### src/rtl/muldiv_unit_pkg.sv
// -----------------------------------------------------------------------------
// muldiv_unit_pkg
// Shared definitions for the EX-stage multiply/divide unit:
//   - md_op_e       : MdOp encodings (MULT, MULTU, DIV, DIVU)
//   - md_state_e    : sequencer state codes (IDLE, RUN, FIX)
//   - DIV_BY_ZERO_Q : quotient written to LO on a divide by zero
//   - small helpers to decode an MdOp value
// -----------------------------------------------------------------------------
package muldiv_unit_pkg;

    typedef enum logic [1:0] {
        MDOP_MULT  = 2'b00,
        MDOP_MULTU = 2'b01,
        MDOP_DIV   = 2'b10,
        MDOP_DIVU  = 2'b11
    } md_op_e;

    typedef enum logic [1:0] {
        ST_IDLE = 2'b00,
        ST_RUN  = 2'b01,
        ST_FIX  = 2'b10
    } md_state_e;

    localparam logic [31:0] DIV_BY_ZERO_Q = 32'hFFFF_FFFF;

    // Bit 1 of MdOp selects divide, bit 0 selects the unsigned flavour.
    function automatic logic md_is_div(input logic [1:0] op);
        return op[1];
    endfunction

    function automatic logic md_is_signed(input logic [1:0] op);
        return ~op[0];
    endfunction

endpackage

### src/rtl/muldiv_unit_md_step.sv
// -----------------------------------------------------------------------------
// muldiv_unit_md_step
// One combinational iteration of the multiply/divide datapath.
//
//   Multiply (is_div=0), shift-add, LSB-first:
//     acc       = partial product; the upper half receives the addend and the
//                 whole 64-bit value moves right one place per step
//     shift_in  = remaining multiplier bits (bit 0 is consumed this step)
//     operand   = multiplicand
//   Divide (is_div=1), restoring:
//     acc       = {remainder, dividend/quotient}; the dividend shifts out of
//                 the top of the low half while quotient bits shift in at bit 0
//     operand   = divisor
//     shift_in  = passed through unchanged
//
// Ports:
//   is_div    in   1        select divide iteration
//   acc_in    in   2*XLEN   current accumulator
//   operand   in   XLEN     multiplicand or divisor
//   shift_in  in   XLEN     remaining multiplier bits
//   acc_out   out  2*XLEN   next accumulator
//   shift_out out  XLEN     next multiplier bits
// -----------------------------------------------------------------------------
module muldiv_unit_md_step #(
    parameter int XLEN = 32
) (
    input  logic              is_div,
    input  logic [2*XLEN-1:0] acc_in,
    input  logic [XLEN-1:0]   operand,
    input  logic [XLEN-1:0]   shift_in,
    output logic [2*XLEN-1:0] acc_out,
    output logic [XLEN-1:0]   shift_out
);

    logic [XLEN:0]   mul_sum;
    logic [XLEN:0]   div_part;
    logic [XLEN-1:0] div_diff;
    logic            div_ge;

    // Carry out of the add is kept: it becomes the MSB after the right shift.
    assign mul_sum  = {1'b0, acc_in[2*XLEN-1:XLEN]}
                    + {1'b0, (shift_in[0] ? operand : {XLEN{1'b0}})};

    // Partial remainder with the next dividend bit brought down. It can need
    // XLEN+1 bits, but after a successful subtract it always fits in XLEN.
    assign div_part = {acc_in[2*XLEN-1:XLEN], acc_in[XLEN-1]};
    assign div_ge   = (div_part >= {1'b0, operand});
    assign div_diff = div_part[XLEN-1:0] - operand;

    always_comb begin
        acc_out   = '0;
        shift_out = '0;
        if (is_div) begin
            shift_out = shift_in;
            if (div_ge) begin
                acc_out = {div_diff, acc_in[XLEN-2:0], 1'b1};
            end else begin
                acc_out = {div_part[XLEN-1:0], acc_in[XLEN-2:0], 1'b0};
            end
        end else begin
            acc_out   = {mul_sum, acc_in[XLEN-1:1]};
            shift_out = shift_in >> 1;
        end
    end

endmodule

### src/rtl/muldiv_unit.sv
// -----------------------------------------------------------------------------
// muldiv_unit
// Iterative multiply/divide unit of the EX stage. Owns the HI/LO registers.
// An operation is launched from IDLE, iterates once per clock in RUN on
// operand magnitudes, and applies sign correction and the HI/LO write in FIX.
//
// Ports:
//   clk      in   1     pipeline clock
//   rst_n    in   1     asynchronous active-low reset
//   Start    in   1     launch an operation (sampled only when idle)
//   MdOp     in   2     00 MULT, 01 MULTU, 10 DIV, 11 DIVU
//   DataIn1  in   XLEN  rs: multiplicand / dividend, also MTHI/MTLO data
//   DataIn2  in   XLEN  rt: multiplier / divisor
//   HiWe     in   1     MTHI write (idle only)
//   LoWe     in   1     MTLO write (idle only)
//   Flush    in   1     squash the in-flight operation
//   Busy     out  1     operation in flight
//   Done     out  1     one-cycle pulse after HI/LO were written
//   Hi       out  XLEN  HI register
//   Lo       out  XLEN  LO register
//
// Build option: defining MULDIV_EARLY_OUT_EN lets a multiply leave RUN as soon
// as the remaining multiplier bits are zero; the partial product is then
// realigned in FIX. Divide timing is the same either way.
// -----------------------------------------------------------------------------
module muldiv_unit
    import muldiv_unit_pkg::*;
#(
    parameter int XLEN  = 32,
    parameter int CNT_W = 5
) (
    input  logic            clk,
    input  logic            rst_n,
    input  logic            Start,
    input  logic [1:0]      MdOp,
    input  logic [XLEN-1:0] DataIn1,
    input  logic [XLEN-1:0] DataIn2,
    input  logic            HiWe,
    input  logic            LoWe,
    input  logic            Flush,
    output logic            Busy,
    output logic            Done,
    output logic [XLEN-1:0] Hi,
    output logic [XLEN-1:0] Lo
);

    md_state_e          state_reg, state_next;
    logic [1:0]         op_reg, op_next;
    logic [XLEN-1:0]    opa_reg, opa_next;        // multiplicand or divisor
    logic [XLEN-1:0]    shf_reg, shf_next;        // remaining multiplier bits
    logic [2*XLEN-1:0]  acc_reg, acc_next;
    logic [CNT_W-1:0]   cnt_reg, cnt_next;
    logic               neg_lo_reg, neg_lo_next;  // negate product / quotient
    logic               neg_hi_reg, neg_hi_next;  // negate remainder
    logic               dvz_reg, dvz_next;        // divide by zero
    logic               done_reg, done_next;
    logic [XLEN-1:0]    hi_reg, hi_next;
    logic [XLEN-1:0]    lo_reg, lo_next;

    // ---------------------------------------------------------------- launch
    logic            in_div, in_neg1, in_neg2, in_dvz;
    logic [XLEN-1:0] in_abs1, in_abs2;

    assign in_div  = md_is_div(MdOp);
    assign in_neg1 = md_is_signed(MdOp) & DataIn1[XLEN-1];
    assign in_neg2 = md_is_signed(MdOp) & DataIn2[XLEN-1];
    // Negating the most negative value yields itself, which read as unsigned
    // is exactly its magnitude.
    assign in_abs1 = in_neg1 ? -DataIn1 : DataIn1;
    assign in_abs2 = in_neg2 ? -DataIn2 : DataIn2;
    assign in_dvz  = in_div & (DataIn2 == '0);

    // ----------------------------------------------------------- iteration
    logic [2*XLEN-1:0] step_acc;
    logic [XLEN-1:0]   step_shf;

    muldiv_unit_md_step #(
        .XLEN(XLEN)
    ) u_md_step (
        .is_div    (op_reg[1]),
        .acc_in    (acc_reg),
        .operand   (opa_reg),
        .shift_in  (shf_reg),
        .acc_out   (step_acc),
        .shift_out (step_shf)
    );

    // ---------------------------------------------------------------- finish
    logic [XLEN-1:0]   fix_q, fix_r;
    logic [2*XLEN-1:0] mul_aligned;

    assign fix_q = acc_reg[XLEN-1:0];
    assign fix_r = acc_reg[2*XLEN-1:XLEN];

`ifdef MULDIV_EARLY_OUT_EN
    localparam bit EARLY_OUT = 1'b1;
    // After n iterations the product sits n places short of its final
    // position; cnt holds n mod 2^CNT_W, so the missing shift is -cnt.
    // n = 0 only happens for a zero multiplier, where acc is zero anyway.
    logic [CNT_W-1:0] fix_shamt;
    assign fix_shamt   = CNT_W'(0) - cnt_reg;
    assign mul_aligned = acc_reg >> fix_shamt;
`else
    localparam bit EARLY_OUT = 1'b0;
    assign mul_aligned = acc_reg;
`endif

    // ------------------------------------------------------------- next state
    logic [2*XLEN-1:0] prod;

    always_comb begin
        state_next  = state_reg;
        op_next     = op_reg;
        opa_next    = opa_reg;
        shf_next    = shf_reg;
        acc_next    = acc_reg;
        cnt_next    = cnt_reg;
        neg_lo_next = neg_lo_reg;
        neg_hi_next = neg_hi_reg;
        dvz_next    = dvz_reg;
        done_next   = 1'b0;
        hi_next     = hi_reg;
        lo_next     = lo_reg;
        prod        = mul_aligned;

        case (state_reg)
            ST_IDLE: begin
                if (HiWe) hi_next = DataIn1;
                if (LoWe) lo_next = DataIn1;
                if (Start && !Flush) begin
                    op_next  = MdOp;
                    cnt_next = '0;
                    dvz_next = in_dvz;
                    if (in_div) begin
                        shf_next = '0;
                        if (in_dvz) begin
                            // Dividing the raw dividend by zero as unsigned
                            // leaves it intact as the remainder.
                            opa_next    = '0;
                            acc_next    = {{XLEN{1'b0}}, DataIn1};
                            neg_lo_next = 1'b0;
                            neg_hi_next = 1'b0;
                        end else begin
                            opa_next    = in_abs2;
                            acc_next    = {{XLEN{1'b0}}, in_abs1};
                            neg_lo_next = in_neg1 ^ in_neg2;
                            neg_hi_next = in_neg1;
                        end
                        state_next = ST_RUN;
                    end else begin
                        opa_next    = in_abs1;
                        shf_next    = in_abs2;
                        acc_next    = '0;
                        neg_lo_next = in_neg1 ^ in_neg2;
                        neg_hi_next = 1'b0;
                        if (EARLY_OUT && (in_abs2 == '0)) state_next = ST_FIX;
                        else                              state_next = ST_RUN;
                    end
                end
            end

            ST_RUN: begin
                if (Flush) begin
                    state_next = ST_IDLE;
                end else begin
                    acc_next = step_acc;
                    shf_next = step_shf;
                    cnt_next = cnt_reg + CNT_W'(1);
                    if (cnt_reg == CNT_W'(XLEN - 1)) begin
                        state_next = ST_FIX;
                    end else if (EARLY_OUT && !op_reg[1] && (step_shf == '0)) begin
                        state_next = ST_FIX;
                    end
                end
            end

            ST_FIX: begin
                state_next = ST_IDLE;
                if (!Flush) begin
                    done_next = 1'b1;
                    if (op_reg[1]) begin
                        lo_next = dvz_reg    ? DIV_BY_ZERO_Q
                                : neg_lo_reg ? -fix_q : fix_q;
                        hi_next = neg_hi_reg ? -fix_r : fix_r;
                    end else begin
                        if (neg_lo_reg) prod = -mul_aligned;
                        hi_next = prod[2*XLEN-1:XLEN];
                        lo_next = prod[XLEN-1:0];
                    end
                end
            end

            default: state_next = ST_IDLE;
        endcase
    end

    // -------------------------------------------------------------- registers
    always_ff @(posedge clk or negedge rst_n) begin
        if (!rst_n) begin
            state_reg  <= ST_IDLE;
            op_reg     <= '0;
            opa_reg    <= '0;
            shf_reg    <= '0;
            acc_reg    <= '0;
            cnt_reg    <= '0;
            neg_lo_reg <= 1'b0;
            neg_hi_reg <= 1'b0;
            dvz_reg    <= 1'b0;
            done_reg   <= 1'b0;
            hi_reg     <= '0;
            lo_reg     <= '0;
        end else begin
            state_reg  <= state_next;
            op_reg     <= op_next;
            opa_reg    <= opa_next;
            shf_reg    <= shf_next;
            acc_reg    <= acc_next;
            cnt_reg    <= cnt_next;
            neg_lo_reg <= neg_lo_next;
            neg_hi_reg <= neg_hi_next;
            dvz_reg    <= dvz_next;
            done_reg   <= done_next;
            hi_reg     <= hi_next;
            lo_reg     <= lo_next;
        end
    end

    assign Busy = (state_reg != ST_IDLE);
    assign Done = done_reg;
    assign Hi   = hi_reg;
    assign Lo   = lo_reg;

endmodule

### config.mk
export PLATFORM = sky130hd
export DESIGN_NAME = muldiv_unit
export DESIGN_NICKNAME = d
export VERILOG_FILES = /design/src/rtl/muldiv_unit_pkg.sv /design/src/rtl/muldiv_unit_md_step.sv /design/src/rtl/muldiv_unit.sv
export SDC_FILE = /design/constraint.sdc
export NUM_CORES = 1
export LEC_CHECK = 0
export CORE_ASPECT_RATIO = 0.5
export CORE_UTILIZATION = 25
export CTS_BUF_LIST = sky130_fd_sc_hd__clkbuf_4 sky130_fd_sc_hd__clkbuf_8 sky130_fd_sc_hd__clkbuf_16
export CTS_CLUSTER_DIAMETER = 120
export CTS_CLUSTER_SIZE = 14
export DETAILED_ROUTE_END_ITERATION = 8
export SYNTH_ARGS = -nofsm -noshare
export SYNTH_HDL_FRONTEND = slang
export SYNTH_HIERARCHICAL = 1
export SYNTH_SLANG_ARGS = --single-unit
### constraint.sdc
create_clock -name clk -period 4.8 [get_ports clk]
set_input_delay 0.48 -clock clk [delete_from_list [all_inputs] [get_ports clk]]
set_output_delay 0.48 -clock clk [all_outputs]
set_load 0.1 [all_outputs]
==> metrics.cfg <==
[clock_network]
cts_tree = yes
htree_num_levels = 1
cts_root_buf = clkbuf_16
cts_hold_buffers = 0
clk_path_buf_depth = 3
post-cts-setup-buffers = 0
cts_buffers = 18
clk_latency_ns = 0.54
clk_pin_slew_ns = 0.08
cts_resized = 0
cts.sinks = 204

[run_status]
violations = negative hold slack
status = finished with violations

[final_layout]
drive_above_1_share = 0.07314
largest_register_ff_count = 64
fin_nets = 2480
area_growth_syn_to_layout_pct = 17.44

[die]
num_rows = 68
die_y_microns = 189.3
core_sq_um = 69170
start_util = 0.2535
fp.dieW_microns = 376.6
die-area_sq_um = 71280
num_io_pins = 138

[synthesis]
synth_cell_types = 75
syn_area_per_cell_sq_um = 7.767
synth_area_leaders = dfrtp_1 29%, nand2_1 5.6%, a21oi_1 5.4%, ha_1 5.0%, xnor2_1 4.8%
synth.most_common_cell = nand2_1
postSynthCellCount = 2258
synth_top_area_share = 0.2911
synth-edff-count = 0
synth_async_sr_flop_share = 1.000
ys_ff_latch = 204
synth_top_area_cell = dfrtp_1
synth_area_sq_um = 17540
synth_commonest_cells = 262 x nand2_1, 212 x nor2_1, 204 x dfrtp_1, 189 x a21oi_1, 154 x o21ai_0
synthesis.nets = 2402
yosys_warnings = 6
yosysSeqAreaShare = 0.2911
ys.flop_type = dfrtp_1

[routing]
viasPerCell = 5.510
wl_per_cell_microns = 22.10
wl_microns = 72580
num_vias = 18096
drc = 0
detail-route-antenna-nets = 0
drt_iter0_drc = 1992
dr.pass1.iters = 6

[pwr]
irDropWorstVdd_uv = 230.9
power_density_nw_per_um2 = 441.1
p_leak_uw = 0.008481

[sta]
clock.fmax_mhz = 248.1
tightest_slew_ns = 1.122
hold_viol_final = 11
rsz0062_at_grt = false
finClkSkew_ns = 0.02508
fin_setup_tns_ns = 0
hold_ws_ns = -0.06420
relSlewSlack = 0.2491
timing.final.crit_period_ns = 4.030
period_share = 0.8396
setup_viol = 0
finalMaxSlewViolations = 0

[run]
max_cap_violations = 0

[critical_path]
path_class = register to register
reg2regPathDepth = 14
worstPathArrival_ns = 4.45
start_kind = register
cp-end-kind = register
crit_required_ns = 5.22
crit_path_max_fanout = 30

[grt]
grt.total_usage = 0.1964
grt_pass1_vias = 16757
antenna_found_initial = 1
overflow = 0
grt_max_degree = 111
grt_pass1_wl_microns = 108900

[placed_design]
gp_congestion = 0.9613
dp_hpwl_microns = 54690
io_buffer_count = 137

[min_path]
hp-class = input port to asynchronous set/reset pin

[cell families after synthesis]
logic type | Yosys count | synth area share
DFF | 204 | 0.2911
xor gates and xnor gates | 189 | 0.09438
adders and majority gates | 72 | 0.05222
and+or+nand+nor | 827 | 0.2233
buffers and inverters | 207 | 0.04587
muxes | 88 | 0.05465
AOI/OAI and AO/OA | 671 | 0.2385
[routing by layer]
metal / wire (microns) / vias up / GRT usage
met1: 32800 / 8936 / 0.2853
met3: 6054 / 97 / 0.02979
met2: 31790 / 757 / 0.3010
met5: 0 / - / 0
met4: 1938 / 0 / 0.04987
li1: - / 8306 / -
[final timing paths]
check                       startpoint     endpoint  slack, ns
max                        opa_reg[11]  acc_reg[51]       0.77
min                              rst_n  acc_reg[58]      -0.06
max reg2reg                opa_reg[11]  acc_reg[51]       0.77
min reg2reg                      Lo[5]        Lo[5]       0.48
max in group asynchronous        rst_n  acc_reg[13]       3.71
min in group clk                 Lo[5]        Lo[5]       0.48
[cells in the final DEF, fill, tap and decap left out, types with 7 or more instances in the layout]
cell             count
nand2_1            261
nor2_1             211
dfrtp_1            203
a21oi_1            187
o21ai_0            154
clkdlybuf4s50_1    136
xnor2_1             97
xor2_1              92
nand3_1             74
ha_1                70
inv_1               65
buf_4               61
mux2_2              61
o22ai_1             52
nor3_1              47
and2_1              44
or3_1               39
a21o_1              33
a221oi_1            31
nor4_1              27
a31oi_1             27
mux2i_1             26
o31ai_1             24
o21ai_1             24
nand4_1             23
and3_1              22
nand2b_1            22
o211ai_1            21
clkbuf_16           18
o21a_1              17
o221ai_1            15
or4_1               14
o41ai_1             11
a211oi_1            10
a22oi_1              9
nor2b_1              8
o31a_1               8
a21boi_0             8
o21bai_1             7
[critical path, stage by stage, from the launching register on]
cell	delay, ns
dfrtp_1	0.43
inv_1	0.08
ha_1	0.41
nand3_1	0.24
nand4b_1	0.17
a21oi_1	0.12
or4_1	0.43
o21a_1	0.23
o21ai_4	0.84
buf_4	0.35
mux2_1	0.33
nand2_1	0.07
o21ai_1	0.07
nand3_1	0.08
nand2_1	0.07
[through the flow]
| step | setup slack [ns] | cell area [sq um] | power [uW] | cells | util |
|---|---|---|---|---|---|
| global route | 0.5104 | 20590 | 9546 | 3283 | 0.2977 |
| CTS | 0.8257 | 20590 | 8990 | 3283 | 0.2977 |
| floorplan | 1.569 | 17540 | 5936 | 2258 | - |
| global placement | 0.8650 | 20080 | 7503 | 3261 | 0.2902 |
| finish | 0.7699 | 20600 | 9085 | 3284 | 0.2978 |
| detailed placement | 0.8411 | 20080 | 7500 | 3261 | 0.2902 |
[final cells by class]
cell class	instances	area, sq um
inverter	65	244.0
antenna	1	2.502
sequential	204	5109
clock buffer	20	471.7
fill	7378	48580
multi-input combinational	1847	11670
clock inverter	2	46.29
tap	945	1182
timing repair buffer	200	1874
[where the power goes]
group          switching, uW  leakage (uW)  internal [uW]
Combinational           3270       0.00571           1760
Sequential               505       0.00252           2070
Clock                    722      0.000255            752
Note: power is estimated with default switching activity, not from simulation.
